### src/rtl/uart_rx_tx.sv
`timescale 1ns/100ps
// uart_rx_tx: 8N1 UART board-top block.
//   Receiver latches each valid byte and shows its low 6 bits on the LEDs.
//   Transmitter sends "TEST\r\n" once per push-button press.
// Ports:
//   clk     - system clock, rising edge
//   rst     - asynchronous active-high reset
//   uart_rx - serial in, idle high, asynchronous
//   uart_tx - serial out, idle high
//   led     - low 6 bits of last valid received byte
//   btn     - push button, active-low, asynchronous
// Optional macro UART_LED_ACTIVE_LOW_EN: drive led inverted (active-low
// LEDs), reset value 6'b111111; otherwise led is true, reset 6'b000000.
module uart_rx_tx #(
    parameter int DELAY_FRAMES = 234
) (
    input  logic       clk,
    input  logic       rst,
    input  logic       uart_rx,
    output logic       uart_tx,
    output logic [5:0] led,
    input  logic       btn
);
    localparam int CW = $clog2(DELAY_FRAMES);
    localparam logic [CW-1:0] BIT_LAST  = CW'(DELAY_FRAMES - 1);
    localparam logic [CW-1:0] HALF_LAST = CW'(DELAY_FRAMES / 2 - 1);

`ifdef UART_LED_ACTIVE_LOW_EN
    localparam logic [5:0] LED_RST = 6'b111111;
`else
    localparam logic [5:0] LED_RST = 6'b000000;
`endif

    typedef enum logic [2:0] {
        RX_IDLE, RX_START_CHK, RX_DATA, RX_STOP, RX_WAIT_IDLE
    } rx_state_t;

    typedef enum logic [1:0] {
        TX_IDLE, TX_SEND, TX_WAIT_REL
    } tx_state_t;

    function automatic logic [7:0] msg_byte(input logic [2:0] i);
        case (i)
            3'd0:    msg_byte = 8'h54;
            3'd1:    msg_byte = 8'h45;
            3'd2:    msg_byte = 8'h53;
            3'd3:    msg_byte = 8'h54;
            3'd4:    msg_byte = 8'h0D;
            default: msg_byte = 8'h0A;
        endcase
    endfunction

    // Line level for frame position k: 0 = start, 1..8 = data LSB first, 9 = stop.
    function automatic logic frame_bit(input logic [7:0] b, input logic [3:0] k);
        logic [3:0] d;
        d = k - 4'd1;
        if (k == 4'd0)      frame_bit = 1'b0;
        else if (k >= 4'd9) frame_bit = 1'b1;
        else                frame_bit = b[d[2:0]];
    endfunction

    // ---------------- synchronisers ----------------
    logic r_rx_s1, r_rx_s2, r_btn_s1, r_btn_s2;

    always_ff @(posedge clk or posedge rst) begin
        if (rst) begin
            r_rx_s1  <= 1'b1;
            r_rx_s2  <= 1'b1;
            r_btn_s1 <= 1'b1;
            r_btn_s2 <= 1'b1;
        end else begin
            r_rx_s1  <= uart_rx;
            r_rx_s2  <= r_rx_s1;
            r_btn_s1 <= btn;
            r_btn_s2 <= r_btn_s1;
        end
    end

    // ---------------- receiver ----------------
    rx_state_t       r_rx_state, w_rx_state_nx;
    logic [CW-1:0]   r_rx_cnt,   w_rx_cnt_nx;
    logic [2:0]      r_rx_idx,   w_rx_idx_nx;
    logic [7:0]      r_rx_shift, w_rx_shift_nx;
    logic [5:0]      r_led,      w_led_nx;

    always_ff @(posedge clk or posedge rst) begin
        if (rst) begin
            r_rx_state <= RX_IDLE;
            r_rx_cnt   <= '0;
            r_rx_idx   <= '0;
            r_rx_shift <= '0;
            r_led      <= LED_RST;
        end else begin
            r_rx_state <= w_rx_state_nx;
            r_rx_cnt   <= w_rx_cnt_nx;
            r_rx_idx   <= w_rx_idx_nx;
            r_rx_shift <= w_rx_shift_nx;
            r_led      <= w_led_nx;
        end
    end

    always_comb begin
        w_rx_state_nx = r_rx_state;
        w_rx_cnt_nx   = r_rx_cnt;
        w_rx_idx_nx   = r_rx_idx;
        w_rx_shift_nx = r_rx_shift;
        w_led_nx      = r_led;
        case (r_rx_state)
            RX_IDLE: begin
                if (!r_rx_s2) begin
                    w_rx_state_nx = RX_START_CHK;
                    w_rx_cnt_nx   = '0;
                end
            end
            RX_START_CHK: begin
                // Re-check the start bit at its middle to reject short glitches.
                if (r_rx_cnt == HALF_LAST) begin
                    w_rx_cnt_nx = '0;
                    w_rx_idx_nx = '0;
                    w_rx_state_nx = r_rx_s2 ? RX_IDLE : RX_DATA;
                end else begin
                    w_rx_cnt_nx = r_rx_cnt + 1'b1;
                end
            end
            RX_DATA: begin
                if (r_rx_cnt == BIT_LAST) begin
                    w_rx_cnt_nx   = '0;
                    w_rx_shift_nx = {r_rx_s2, r_rx_shift[7:1]};
                    if (r_rx_idx == 3'd7) w_rx_state_nx = RX_STOP;
                    else                  w_rx_idx_nx   = r_rx_idx + 1'b1;
                end else begin
                    w_rx_cnt_nx = r_rx_cnt + 1'b1;
                end
            end
            RX_STOP: begin
                if (r_rx_cnt == BIT_LAST) begin
                    w_rx_cnt_nx   = '0;
                    w_rx_state_nx = RX_WAIT_IDLE;
                    if (r_rx_s2) begin
`ifdef UART_LED_ACTIVE_LOW_EN
                        w_led_nx = ~r_rx_shift[5:0];
`else
                        w_led_nx = r_rx_shift[5:0];
`endif
                    end
                end else begin
                    w_rx_cnt_nx = r_rx_cnt + 1'b1;
                end
            end
            RX_WAIT_IDLE: begin
                // A line stuck low after a framing error must not start a new frame.
                if (r_rx_s2) w_rx_state_nx = RX_IDLE;
            end
            default: w_rx_state_nx = RX_IDLE;
        endcase
    end

    assign led = r_led;

    // ---------------- transmitter ----------------
    tx_state_t       r_tx_state, w_tx_state_nx;
    logic [CW-1:0]   r_tx_cnt,   w_tx_cnt_nx;
    logic [3:0]      r_tx_bit,   w_tx_bit_nx;
    logic [2:0]      r_tx_byte,  w_tx_byte_nx;
    logic            r_tx,       w_tx_nx;

    always_ff @(posedge clk or posedge rst) begin
        if (rst) begin
            r_tx_state <= TX_IDLE;
            r_tx_cnt   <= '0;
            r_tx_bit   <= '0;
            r_tx_byte  <= '0;
            r_tx       <= 1'b1;
        end else begin
            r_tx_state <= w_tx_state_nx;
            r_tx_cnt   <= w_tx_cnt_nx;
            r_tx_bit   <= w_tx_bit_nx;
            r_tx_byte  <= w_tx_byte_nx;
            r_tx       <= w_tx_nx;
        end
    end

    // The line level is registered and changes on the same edge the bit
    // counter wraps, so every bit is held exactly DELAY_FRAMES clocks.
    always_comb begin
        w_tx_state_nx = r_tx_state;
        w_tx_cnt_nx   = r_tx_cnt;
        w_tx_bit_nx   = r_tx_bit;
        w_tx_byte_nx  = r_tx_byte;
        w_tx_nx       = r_tx;
        case (r_tx_state)
            TX_IDLE: begin
                w_tx_nx = 1'b1;
                if (!r_btn_s2) begin
                    w_tx_state_nx = TX_SEND;
                    w_tx_cnt_nx   = '0;
                    w_tx_bit_nx   = '0;
                    w_tx_byte_nx  = '0;
                    w_tx_nx       = 1'b0;
                end
            end
            TX_SEND: begin
                if (r_tx_cnt == BIT_LAST) begin
                    w_tx_cnt_nx = '0;
                    if (r_tx_bit == 4'd9) begin
                        if (r_tx_byte == 3'd5) begin
                            w_tx_state_nx = TX_WAIT_REL;
                            w_tx_nx       = 1'b1;
                        end else begin
                            w_tx_byte_nx = r_tx_byte + 1'b1;
                            w_tx_bit_nx  = '0;
                            w_tx_nx      = 1'b0;
                        end
                    end else begin
                        w_tx_bit_nx = r_tx_bit + 1'b1;
                        w_tx_nx     = frame_bit(msg_byte(r_tx_byte), r_tx_bit + 4'd1);
                    end
                end else begin
                    w_tx_cnt_nx = r_tx_cnt + 1'b1;
                end
            end
            TX_WAIT_REL: begin
                w_tx_nx = 1'b1;
                if (r_btn_s2) w_tx_state_nx = TX_IDLE;
            end
            default: w_tx_state_nx = TX_IDLE;
        endcase
    end

    assign uart_tx = r_tx;

endmodule

### config.mk
export PLATFORM = sky130hd
export DESIGN_NAME = uart_rx_tx
export DESIGN_NICKNAME = d
export VERILOG_FILES = /design/src/rtl/uart_rx_tx.sv
export SDC_FILE = /design/constraint.sdc
export NUM_CORES = 1
export LEC_CHECK = 0
export CAP_MARGIN = 20
export CORE_ASPECT_RATIO = 2
export CORE_MARGIN = 1
export CORE_UTILIZATION = 50
export DETAILED_ROUTE_END_ITERATION = 10
export GPL_TIMING_DRIVEN = 0
export PLACE_DENSITY = 0.7
export SETUP_SLACK_MARGIN = 0.05
export SLEW_MARGIN = 20
export SYNTH_ARGS = -nofsm -noshare
export SYNTH_HDL_FRONTEND = slang
export SYNTH_SLANG_ARGS = --single-unit
### constraint.sdc
create_clock -name clk -period 2 [get_ports clk]
set_input_delay 0.4 -clock clk [delete_from_list [all_inputs] [get_ports clk]]
set_output_delay 0.4 -clock clk [all_outputs]
set_load 0.05 [all_outputs]
==> reports/summary.txt <==
Final Skew -> 14.4 ps
area post-placement -> 3020 sq um
Die Height -> 108 um
via count -> 2148
CTS root buffer -> clkbuf_8
vias in the first global route -> 2097
drt wl/cell -> 15.1 um
Setup crit start kind -> register
critical path type -> reg -> reg
ant diodes -> 0
Reg2Reg Capture Point -> r_rx_shift[4]
drt first pass iters -> 4
RD Place Congestion -> 0.815
IR drop worst, VDD -> 0.000703 V
CTS Sinks -> 50
worst hold stages -> 0
ANT nets after route -> 0
number of flops mapped to enable cells by yosys -> 0
Max Fclk -> 454 MHz
Total Power -> 1.69 mW
core area -> 5420 sq um
Finished Core Util -> 61.4%
WP data arrival -> 2410 ps
fraction of layout cells with a size suffix above 1 -> 22.2%
worst slew pin tran -> 584 ps
final wirelength -> 5750 um
Clock Path Buffers -> 2
post-layout min period -> 2200 ps
RSZ-0062 raised after global routing -> true
status -> finished, violations left
data required time of the worst path -> 2210 ps
area grow syn2layout -> 19.1%
Die W -> 54.8 um
largest net degree at the start of global routing -> 27
Mapped Area -> 2790 sq um
# rows -> 38
Hold WS -> 350 ps
Post-synth ARST share -> 100%
I/O pins -> 11
CTS H-tree depth -> 2
initial DRC count -> 57
Final period util -> 110%
register area share after synthesis -> 45.0%
Hold Crit Endpoint -> r_btn_s2
vias per inst -> 5.65
DRC viols -> 0
worst r2r src -> r_rx_cnt[1]
Post-Syn Instances -> 286
Synth Register Bits -> 50
Skew-Pair Late Insertion Delay -> 320 ps
Final Instance Area -> 3330 sq um
final number of setup-violating endpoints -> 25
Hold Buf Count CTS -> 0
R2R depth -> 8
post-DP HPWL -> 4220 um
setup TNS -> -3570 ps
Num CTS Buffers -> 5
GR Overflow Total -> 0
Post-Layout Cell Count -> 380
violated checks -> setup timing
HP Class -> reg -> reg
Setup crit start -> r_rx_cnt[1]
CTS tree -> done
CTS clk-pin slew, worst paths -> 100 ps
Setup WS pre-CTS -> -325 ps
cell leakage power -> 1.49 nW
placed cell count -> 357
post-synthesis cell type count -> 46
setup ws final -> -203 ps
pwr dens -> 507 nW/um^2
Layout Nets -> 341
Ys Warns -> 0
Most used DFF post-synth -> dfrtp_1
first-pass GRT wire length -> 9070 um
Max FO, Critical Path -> 4
R2R Setup Slk -> -200 ps
worst hold path startpoint -> r_btn_s1
Initial Util -> 51.5%
Synthesized Nets -> 308
Final Hold Viols -> 0
Slew headroom -> 60.8%
Mean Syn Cell Area -> 9.76 sq um
antenna violations before repair -> 0
gr usage total -> 21.7%
port bufs -> 10
die footprint -> 5910 sq um
Slew Limit Fails -> 0
crit end category -> register
max-cap violations -> 0
==> where the power goes <==
group / total [mW] / switching, mW / leakage, nW / internal [mW]
logic: 0.0331 / 0.0232 / 0.793 / 0.00997
registers: 1.02 / 0.00311 / 0.650 / 1.02
clock network: 0.633 / 0.348 / 0.0514 / 0.285
==> synthesized netlist by cell type, types with 3 or more instances <==
master    instances  share of area (%)
dfrtp_1          45                 40
nand2_1          30                4.0
o21ai_0          30                5.4
inv_1            23                3.1
ha_1             18                8.1
a21oi_1          17                3.0
mux2_2           15                6.0
nor2_1           12                1.6
nand3_1          10                1.8
nand2b_1          9                2.0
nor3_1            6                1.1
clkbuf_1          5               0.67
dfstp_2           5                4.7
mux2i_1           5                1.8
o31ai_1           5                1.3
nand4_1           3               0.67
o211ai_1          3               0.81
or2_2             3               0.67
or3_1             3               0.67
==> routing by layer <==
layer / track usage, % / routed length (um) / part of all wire [%]
met5: 0 / 0 / 0
met1: 19.5 / 2160 / 38
met3: 4.24 / 82 / 1.4
met2: 42.0 / 3400 / 59
met4: 8.79 / 112 / 1.9
==> state kept, by name (all words and copies together) (netlist names) <==
name,flops
r_rx_state,3
r_tx_cnt,8
r_rx_s2,1
r_rx_shift,8
r_rx_cnt,8
led,6
uart_tx,1
r_rx_s1,1
r_btn_s2,1
r_btn_s1,1
r_tx_bit,4
r_tx_state,2
r_tx_byte,3
r_rx_idx,3
==> logic make-up after synthesis <==
group           count (synthesis)  share of synthesized area (%)
simple gates                   88                           16.5
compound gates                 76                           16.9
flops                          50                           45.0
buf+inv                        31                           4.70
mux                            20                           7.84
fa+ha+maj                      18                           8.06
xor+xnor                        3                          0.941
==> cells in the final DEF (no fill, tap or decap), drive strengths merged, types with 3 or more instances in the layout <==
cell type | netlist | final
a21oi | 17 | 17
mux2 | 15 | 15
buf | 3 | 20
ha | 18 | 18
nand2 | 30 | 30
nor2 | 12 | 12
or2 | 3 | 3
mux2i | 5 | 5
dfstp | 5 | 5
nand4 | 3 | 3
nand3 | 10 | 10
dfrtp | 45 | 45
clkdlybuf4s50 | 0 | 8
nand2b | 9 | 9
or3 | 3 | 3
nor3 | 8 | 8
inv | 23 | 23
o211ai | 3 | 3
o21ai | 31 | 31
clkbuf | 5 | 10
o31ai | 6 | 6
==> worst max-delay path: stages, from the launching register on <==
cell and delay, ps:
dfrtp_1 390, inv_2 80, ha_4 120, nand4_1 110, or4b_4 570, buf_4 160, nor3_4 200, buf_6 150
mux2_2 330
==> what timing repair did <==
action	4_1_cts	5_1_grt
pin swaps	1	4
setup buffers	10	7
endpoints found under the hold margin	0	0
resized for setup	12	12
setup endpoints to repair	33	43
==> worst max path at each step <==
stage / to / slack (ps) / depth (start not counted)
5_1_grt: r_rx_idx[1] / -320 / 7
6_report: r_rx_shift[4] / -200 / 8
4_1_cts: r_rx_idx[1] / -210 / 8
3_3_place_gp: r_rx_cnt[0] / -630 / 2
2_1_floorplan: r_rx_idx[1] / -150 / 8
3_5_place_dp: r_rx_shift[4] / -330 / 7
==> final cells by class <==
type,count,area [sq um]
Fill cell,486,2090
Multi-Input combinational cell,205,1490
Sequential cell,50,1260
Timing Repair Buffer,28,280
Inverter,23,86.3
Clock buffer,6,82.6
Tap cell,60,75.1
Buffer,6,32.5
Clock inverter,2,17.5
No activity file was read; power rests on OpenSTA's default activity.
